===== src/rtl/alu_cmd_dispatcher_if.sv =====
// Command, ALU and result signal bundle for alu_cmd_dispatcher.
// slave = dispatcher side; master = producer/ALU/consumer side.
interface alu_cmd_dispatcher_if #(
  parameter int DATA_WIDTH = 5,
  parameter int ADDR_W     = 2
);
  logic                  i_cmd_valid;
  logic                  o_cmd_ready;
  logic [1:0]            i_cmd_op;
  logic [DATA_WIDTH-1:0] i_cmd_a;
  logic [DATA_WIDTH-1:0] i_cmd_b;

  logic [DATA_WIDTH-1:0] o_alu_a;
  logic [DATA_WIDTH-1:0] o_alu_b;
  logic                  o_alu_add;
  logic                  o_alu_sub;
  logic                  o_alu_mul;
  logic                  o_alu_div;
  logic [DATA_WIDTH-1:0] i_alu_q;
  logic                  i_alu_ovf;
  logic                  i_alu_accept;

  logic                  o_res_valid;
  logic                  i_res_ready;
  logic [DATA_WIDTH-1:0] o_res_q;
  logic                  o_res_ovf;
  logic [1:0]            o_res_op;
  logic [ADDR_W:0]       o_level;

  modport slave (
    input  i_cmd_valid, i_cmd_op, i_cmd_a, i_cmd_b,
    input  i_alu_q, i_alu_ovf, i_alu_accept, i_res_ready,
    output o_cmd_ready, o_alu_a, o_alu_b, o_alu_add, o_alu_sub, o_alu_mul, o_alu_div,
    output o_res_valid, o_res_q, o_res_ovf, o_res_op, o_level
  );

  modport master (
    output i_cmd_valid, i_cmd_op, i_cmd_a, i_cmd_b,
    output i_alu_q, i_alu_ovf, i_alu_accept, i_res_ready,
    input  o_cmd_ready, o_alu_a, o_alu_b, o_alu_add, o_alu_sub, o_alu_mul, o_alu_div,
    input  o_res_valid, o_res_q, o_res_ovf, o_res_op, o_level
  );
endinterface


===== src/rtl/alu_cmd_dispatcher.sv =====
// Command FIFO feeding a sequential ALU one op at a time, with a registered result stage.
// Optional macro ALU_DIV_ZERO_BYPASS_EN: answer div-by-zero locally without issuing it.
module alu_cmd_dispatcher #(
  parameter int DATA_WIDTH = 5,
  parameter int DEPTH      = 4,
  parameter int ADDR_W     = 2
) (
  input logic                 i_clk,
  input logic                 i_rst,
  alu_cmd_dispatcher_if.slave bus
);

  localparam logic [ADDR_W:0] LP_DEPTH = (ADDR_W + 1)'(DEPTH);

  typedef enum logic [1:0] {StIdle, StIssue, StDone} state_t;

  logic [1:0]            r_mem_op [DEPTH];
  logic [DATA_WIDTH-1:0] r_mem_a  [DEPTH];
  logic [DATA_WIDTH-1:0] r_mem_b  [DEPTH];
  logic [ADDR_W-1:0]     r_wr_ptr;
  logic [ADDR_W-1:0]     r_rd_ptr;
  logic [ADDR_W:0]       r_level;

  state_t                r_state;
  logic [DATA_WIDTH-1:0] r_alu_a;
  logic [DATA_WIDTH-1:0] r_alu_b;
  logic [3:0]            r_strobe;  // {div, mul, sub, add}
  logic [1:0]            r_op;
  logic                  r_res_valid;
  logic [DATA_WIDTH-1:0] r_res_q;
  logic                  r_res_ovf;
  logic [1:0]            r_res_op;

  logic                  w_full;
  logic                  w_push;
  logic                  w_pop;
  logic                  w_bypass;
  logic [1:0]            w_head_op;
  logic [DATA_WIDTH-1:0] w_head_a;
  logic [DATA_WIDTH-1:0] w_head_b;

  assign w_full    = (r_level == LP_DEPTH);
  assign w_push    = bus.i_cmd_valid && !w_full;
  assign w_pop     = (r_state == StIdle) && (r_level != '0) && !r_res_valid;
  assign w_head_op = r_mem_op[r_rd_ptr];
  assign w_head_a  = r_mem_a[r_rd_ptr];
  assign w_head_b  = r_mem_b[r_rd_ptr];

`ifdef ALU_DIV_ZERO_BYPASS_EN
  assign w_bypass = (w_head_op == 2'd3) && (w_head_b == '0);
`else
  assign w_bypass = 1'b0;
`endif

  // Storage needs no reset; occupancy is tracked by the pointers below.
  always_ff @(posedge i_clk) begin
    if (w_push) begin
      r_mem_op[r_wr_ptr] <= bus.i_cmd_op;
      r_mem_a[r_wr_ptr]  <= bus.i_cmd_a;
      r_mem_b[r_wr_ptr]  <= bus.i_cmd_b;
    end
  end

  always_ff @(posedge i_clk) begin
    if (i_rst) begin
      r_wr_ptr <= '0;
      r_rd_ptr <= '0;
      r_level  <= '0;
    end else begin
      if (w_push) r_wr_ptr <= r_wr_ptr + 1'b1;
      if (w_pop)  r_rd_ptr <= r_rd_ptr + 1'b1;
      if (w_push && !w_pop)      r_level <= r_level + 1'b1;
      else if (!w_push && w_pop) r_level <= r_level - 1'b1;
    end
  end

  always_ff @(posedge i_clk) begin
    if (i_rst) begin
      r_state     <= StIdle;
      r_alu_a     <= '0;
      r_alu_b     <= '0;
      r_strobe    <= '0;
      r_op        <= '0;
      r_res_valid <= 1'b0;
      r_res_q     <= '0;
      r_res_ovf   <= 1'b0;
      r_res_op    <= '0;
    end else begin
      unique case (r_state)
        StIdle: begin
          if (w_pop) begin
            r_alu_a <= w_head_a;
            r_alu_b <= w_head_b;
            r_op    <= w_head_op;
            if (w_bypass) begin
              r_res_valid <= 1'b1;
              r_res_q     <= '0;
              r_res_ovf   <= 1'b1;
              r_res_op    <= 2'd3;
              r_state     <= StDone;
            end else begin
              r_strobe <= 4'b0001 << w_head_op;
              r_state  <= StIssue;
            end
          end
        end
        StIssue: begin
          if (bus.i_alu_accept) begin
            r_res_valid <= 1'b1;
            r_res_q     <= bus.i_alu_q;
            r_res_ovf   <= bus.i_alu_ovf;
            r_res_op    <= r_op;
            r_strobe    <= '0;
            r_state     <= StDone;
          end
        end
        // Leaving via IDLE guarantees a strobes-low cycle between ops.
        StDone: begin
          if (bus.i_res_ready) begin
            r_res_valid <= 1'b0;
            r_state     <= StIdle;
          end
        end
        default: r_state <= StIdle;
      endcase
    end
  end

  assign bus.o_cmd_ready = !w_full;
  assign bus.o_level     = r_level;
  assign bus.o_alu_a     = r_alu_a;
  assign bus.o_alu_b     = r_alu_b;
  assign bus.o_alu_add   = r_strobe[0];
  assign bus.o_alu_sub   = r_strobe[1];
  assign bus.o_alu_mul   = r_strobe[2];
  assign bus.o_alu_div   = r_strobe[3];
  assign bus.o_res_valid = r_res_valid;
  assign bus.o_res_q     = r_res_q;
  assign bus.o_res_ovf   = r_res_ovf;
  assign bus.o_res_op    = r_res_op;

endmodule


===== src/flat_wrapper.sv =====
// flat-port wrapper written by rule: the top's interface ports become plain ports
module alu_cmd_dispatcher_flat 
#(
  parameter int DATA_WIDTH = 5,
  parameter int DEPTH      = 4,
  parameter int ADDR_W     = 2
)
  (i_clk, i_rst, bus_i_cmd_valid, bus_i_cmd_op, bus_i_cmd_a, bus_i_cmd_b, bus_i_alu_q, bus_i_alu_ovf, bus_i_alu_accept, bus_i_res_ready, bus_o_cmd_ready, bus_o_alu_a, bus_o_alu_b, bus_o_alu_add, bus_o_alu_sub, bus_o_alu_mul, bus_o_alu_div, bus_o_res_valid, bus_o_res_q, bus_o_res_ovf, bus_o_res_op, bus_o_level);
  alu_cmd_dispatcher_if #(.DATA_WIDTH(DATA_WIDTH), .ADDR_W(ADDR_W)) bus_i ();
  input logic i_clk;
  input logic i_rst;
  input wire logic [$bits(bus_i.i_cmd_valid)-1:0] bus_i_cmd_valid;
  input wire logic [$bits(bus_i.i_cmd_op)-1:0] bus_i_cmd_op;
  input wire logic [$bits(bus_i.i_cmd_a)-1:0] bus_i_cmd_a;
  input wire logic [$bits(bus_i.i_cmd_b)-1:0] bus_i_cmd_b;
  input wire logic [$bits(bus_i.i_alu_q)-1:0] bus_i_alu_q;
  input wire logic [$bits(bus_i.i_alu_ovf)-1:0] bus_i_alu_ovf;
  input wire logic [$bits(bus_i.i_alu_accept)-1:0] bus_i_alu_accept;
  input wire logic [$bits(bus_i.i_res_ready)-1:0] bus_i_res_ready;
  output wire logic [$bits(bus_i.o_cmd_ready)-1:0] bus_o_cmd_ready;
  output wire logic [$bits(bus_i.o_alu_a)-1:0] bus_o_alu_a;
  output wire logic [$bits(bus_i.o_alu_b)-1:0] bus_o_alu_b;
  output wire logic [$bits(bus_i.o_alu_add)-1:0] bus_o_alu_add;
  output wire logic [$bits(bus_i.o_alu_sub)-1:0] bus_o_alu_sub;
  output wire logic [$bits(bus_i.o_alu_mul)-1:0] bus_o_alu_mul;
  output wire logic [$bits(bus_i.o_alu_div)-1:0] bus_o_alu_div;
  output wire logic [$bits(bus_i.o_res_valid)-1:0] bus_o_res_valid;
  output wire logic [$bits(bus_i.o_res_q)-1:0] bus_o_res_q;
  output wire logic [$bits(bus_i.o_res_ovf)-1:0] bus_o_res_ovf;
  output wire logic [$bits(bus_i.o_res_op)-1:0] bus_o_res_op;
  output wire logic [$bits(bus_i.o_level)-1:0] bus_o_level;
  assign bus_i.i_cmd_valid = bus_i_cmd_valid;
  assign bus_i.i_cmd_op = bus_i_cmd_op;
  assign bus_i.i_cmd_a = bus_i_cmd_a;
  assign bus_i.i_cmd_b = bus_i_cmd_b;
  assign bus_i.i_alu_q = bus_i_alu_q;
  assign bus_i.i_alu_ovf = bus_i_alu_ovf;
  assign bus_i.i_alu_accept = bus_i_alu_accept;
  assign bus_i.i_res_ready = bus_i_res_ready;
  assign bus_o_cmd_ready = bus_i.o_cmd_ready;
  assign bus_o_alu_a = bus_i.o_alu_a;
  assign bus_o_alu_b = bus_i.o_alu_b;
  assign bus_o_alu_add = bus_i.o_alu_add;
  assign bus_o_alu_sub = bus_i.o_alu_sub;
  assign bus_o_alu_mul = bus_i.o_alu_mul;
  assign bus_o_alu_div = bus_i.o_alu_div;
  assign bus_o_res_valid = bus_i.o_res_valid;
  assign bus_o_res_q = bus_i.o_res_q;
  assign bus_o_res_ovf = bus_i.o_res_ovf;
  assign bus_o_res_op = bus_i.o_res_op;
  assign bus_o_level = bus_i.o_level;
  alu_cmd_dispatcher #(.DATA_WIDTH(DATA_WIDTH), .DEPTH(DEPTH), .ADDR_W(ADDR_W)) u_core (.i_clk(i_clk), .i_rst(i_rst), .bus(bus_i));
endmodule

===== config.mk =====
export PLATFORM = sky130hd
export DESIGN_NAME = alu_cmd_dispatcher_flat
export DESIGN_NICKNAME = d
export VERILOG_FILES = /design/src/rtl/alu_cmd_dispatcher_if.sv /design/src/rtl/alu_cmd_dispatcher.sv /design/src/flat_wrapper.sv
export SDC_FILE = /design/constraint.sdc
export NUM_CORES = 1
export LEC_CHECK = 0
export ABC_AREA = 1
export CORE_MARGIN = 2
export CORE_UTILIZATION = 55
export DETAILED_ROUTE_END_ITERATION = 10
export PLACE_DENSITY = 0.81
export REMOVE_ABC_BUFFERS = 1
export SKIP_LAST_GASP = 1
export SYNTH_ARGS = -nofsm -noshare
export SYNTH_HDL_FRONTEND = slang
export SYNTH_SLANG_ARGS = --single-unit

===== constraint.sdc =====
create_clock -name i_clk -period 5.2 [get_ports i_clk]
set_input_delay 0.78 -clock i_clk [delete_from_list [all_inputs] [get_ports i_clk]]
set_output_delay 0.78 -clock i_clk [all_outputs]
set_load 0.1 [all_outputs]

==> results.txt <==
Site row count -> 28
Slew headroom -> 19.6%
DR pass1 iterations -> 4
Port Buffers -> 49
Mean post-synth cell area -> 9.83 um^2
CTS Buf Count -> 9
LEAKAGE -> 1.55 nW
Synth cell types -> 24
CP Class -> flop to output port
N_diodes -> 0
Data required, critical path -> 4.42 ns
Initial Util -> 56.8%
Status -> completed
CTS tree -> done
Worst slack, placed -> 2.39 ns
Final wirelength -> 6.38 mm
Endpoints failing setup -> 0
WL/cell -> 13.6 um
Clk_lat worst skew -> 0.34 ns
Die Height -> 82.2 um
Nets@finish -> 417
Initial antenna violation count -> 0
ANT nets after route -> 0
Final Max Tran Viols -> 0
Maximum VDD drop -> 0.440 mV
Gpl congestion -> 0.791
Die Wd -> 82.2 um
Synthesized flop and latch total -> 84
Worst Max-Slew Pin Slew -> 1.20 ns
Starting DRC count in detailed routing -> 110
RSZ-0062 raised after global routing -> no
Root Buffer -> clkbuf_8
Max Clock Freq -> 351 MHz
DPL Wire Length -> 4.02 mm
Largest net degree at the start of global routing -> 25
Die area -> 6760 um^2
Final worst path period share -> 54.9%
Setup Skew -> 0.0104 ns
Fin. Hold Viols -> 0
Gr usage total -> 20.2%
Bufs on Longest Clock Path -> 2
Mapped Area -> 3360 um^2
Setup ws final -> 2.35 ns
Startpoint Class -> flop
Via density -> 5.17
Final min period -> 2.85 ns
First-pass GRT wire length -> 10.0 mm
Worst-path fanout max -> 4
Vias in the first global route -> 2280
Core Util, Final -> 68.9%
Setup_tns -> 0 ns
Hold crit path type -> flop to flop
Nature of the critical path endpoint -> output port
Ratio of cells with drive above 1 in the final layout -> 5.34%
Post_cts resized -> 0
Arrival @ worst endpoint -> 2.07 ns
Sink Count -> 84
Mapped Cells -> 342
Pwr Total -> 0.00269 W
Sequential-to-total area share from yosys stat -> 64.3%
Pwr Density -> 659 nW/um^2
Core area -> 5920 um^2
Num ports -> 50
Setup bufs post-CTS -> 0
Hold_buf cts -> 0
Reg clk slew, reported paths -> 0.08 ns
Syn-to-layout area delta -> 21.4%
# Max-Cap Violations -> 0
Total global routing overflow -> 0
# H-tree levels -> 3
Warnings, synthesis -> 0
DR vias -> 2421
DRC -> 0
placed cells by master (no fill, tap or decap):
| master | instances |
|---|---|
| a21oi_2 | 2 |
| o21ai_2 | 1 |
| o21ai_0 | 34 |
| inv_2 | 1 |
| fa_1 | 1 |
| clkinv_1 | 3 |
| nand3b_1 | 1 |
| bufinv_16 | 2 |
| clkdlybuf4s50_1 | 49 |
| nor2_1 | 72 |
| dfxtp_1 | 36 |
| o21ai_1 | 1 |
| edfxtp_1 | 48 |
| clkinvlp_4 | 1 |
| nand2_1 | 52 |
| nand2_2 | 2 |
| nor3_2 | 1 |
| ha_1 | 5 |
| xor2_1 | 1 |
| inv_1 | 23 |
| a21oi_1 | 21 |
| clkbuf_8 | 10 |
| nor2_4 | 1 |
| nand3_1 | 24 |
| clkbuf_1 | 1 |
power by group:
group	leakage (nW)	internal [W]	switching, W
logic	0.708	0.000309	0.000939
clock network	0.105	0.000281	0.000215
registers	0.736	0.000842	0.000105
logic make-up (layout without fill, tap and decap cells):
family,Yosys count,count (layout),share of synthesized area [%]
fa+ha+maj,6,6,2.46
simple gates,153,153,18.6
buf+inv,39,90,5.24
xor+xnor,1,1,0.260
compound gates,59,59,9.11
flops,84,84,64.3
state kept, by name, indices dropped and copies added (netlist names), named ones only:
| name | cells |
|---|---|
| u_core.bus.o_res_op | 2 |
| u_core.r_wr_ptr | 2 |
| u_core.r_mem_op | 8 |
| u_core.bus.o_alu_b | 5 |
| u_core.bus.o_res_ovf | 1 |
| u_core.r_state | 2 |
| u_core.r_mem_b | 20 |
| u_core.bus.o_res_q | 5 |
| u_core.bus.o_res_valid | 1 |
| u_core.r_op | 2 |
| u_core.r_rd_ptr | 2 |
| u_core.r_strobe | 4 |
| u_core.bus.o_alu_a | 5 |
| u_core.bus.o_level | 3 |
| u_core.r_mem_a | 20 |
worst paths after layout:
kind / start / end / slack [ns] / cells after the start
max reg2reg: u_core.bus.o_level[1] / u_core.bus.o_level[2] / 3.06 / 11
max: u_core.bus.o_level[0] / bus_o_cmd_ready / 2.35 / 3
min reg2reg: u_core.bus.o_res_op[1] / u_core.bus.o_res_op[1] / 0.46 / 2
min: u_core.bus.o_res_op[1] / u_core.bus.o_res_op[1] / 0.46 / 2
through the flow:
stage / area, um^2 / std cells / hold slack [ns]
2_1_floorplan: 3280 / 328 / 0.440
3_3_place_gp: 3860 / 452 / 0.448
3_5_place_dp: 3860 / 452 / 0.453
4_1_cts: 4080 / 468 / 0.464
5_1_grt: 4080 / 468 / 0.482
6_report: 4080 / 468 / 0.462
worst max-delay path: stages (launching register included):
cell	delay, ns
dfxtp_1	0.41
inv_1	0.08
nand3_1	0.10
clkdlybuf4s50_1	1.14
routing by layer:
layer  global-route usage, %  vias to the layer above  routed length, um
met4                    9.00                        0                 86
met5                       0                        -                  0
li1                        -                     1225                  -
met1                    23.1                     1106               2650
met3                    5.11                       12                484
met2                    35.6                       78               3160
cells in the mapped netlist:
| cell type | number | share of area (%) |
|---|---|---|
| buf_2 | 6 | 0.89 |
| clkinv_1 | 1 | 0.11 |
| buf_6 | 3 | 1.0 |
| fa_1 | 1 | 0.60 |
| xor2_1 | 1 | 0.26 |
| o21ai_0 | 34 | 5.1 |
| dfxtp_1 | 36 | 21 |
| nand3b_1 | 1 | 0.22 |
| inv_2 | 1 | 0.11 |
| nor2_1 | 72 | 8.0 |
| clkbuf_1 | 4 | 0.45 |
| nand2_2 | 2 | 0.37 |
| ha_1 | 5 | 1.9 |
| nor2_4 | 1 | 0.33 |
| a21oi_1 | 21 | 3.1 |
| nor3_2 | 1 | 0.30 |
| inv_1 | 23 | 2.6 |
| edfxtp_1 | 48 | 43 |
| nand3_1 | 24 | 3.6 |
| a21oi_2 | 2 | 0.52 |
| buf_1 | 1 | 0.11 |
| o21ai_1 | 1 | 0.15 |
| o21ai_2 | 1 | 0.26 |
| nand2_1 | 52 | 5.8 |
layout make-up:
class | instances | area, um^2
inverter | 25 | 93.8
fill | 444 | 1840
clock inverter | 5 | 75.1
multi-input combinational | 219 | 1020
clock buffer | 11 | 141
sequential | 84 | 2160
tap | 75 | 93.8
timing repair buffer | 49 | 490
Note: power is estimated with default switching activity, not from simulation.
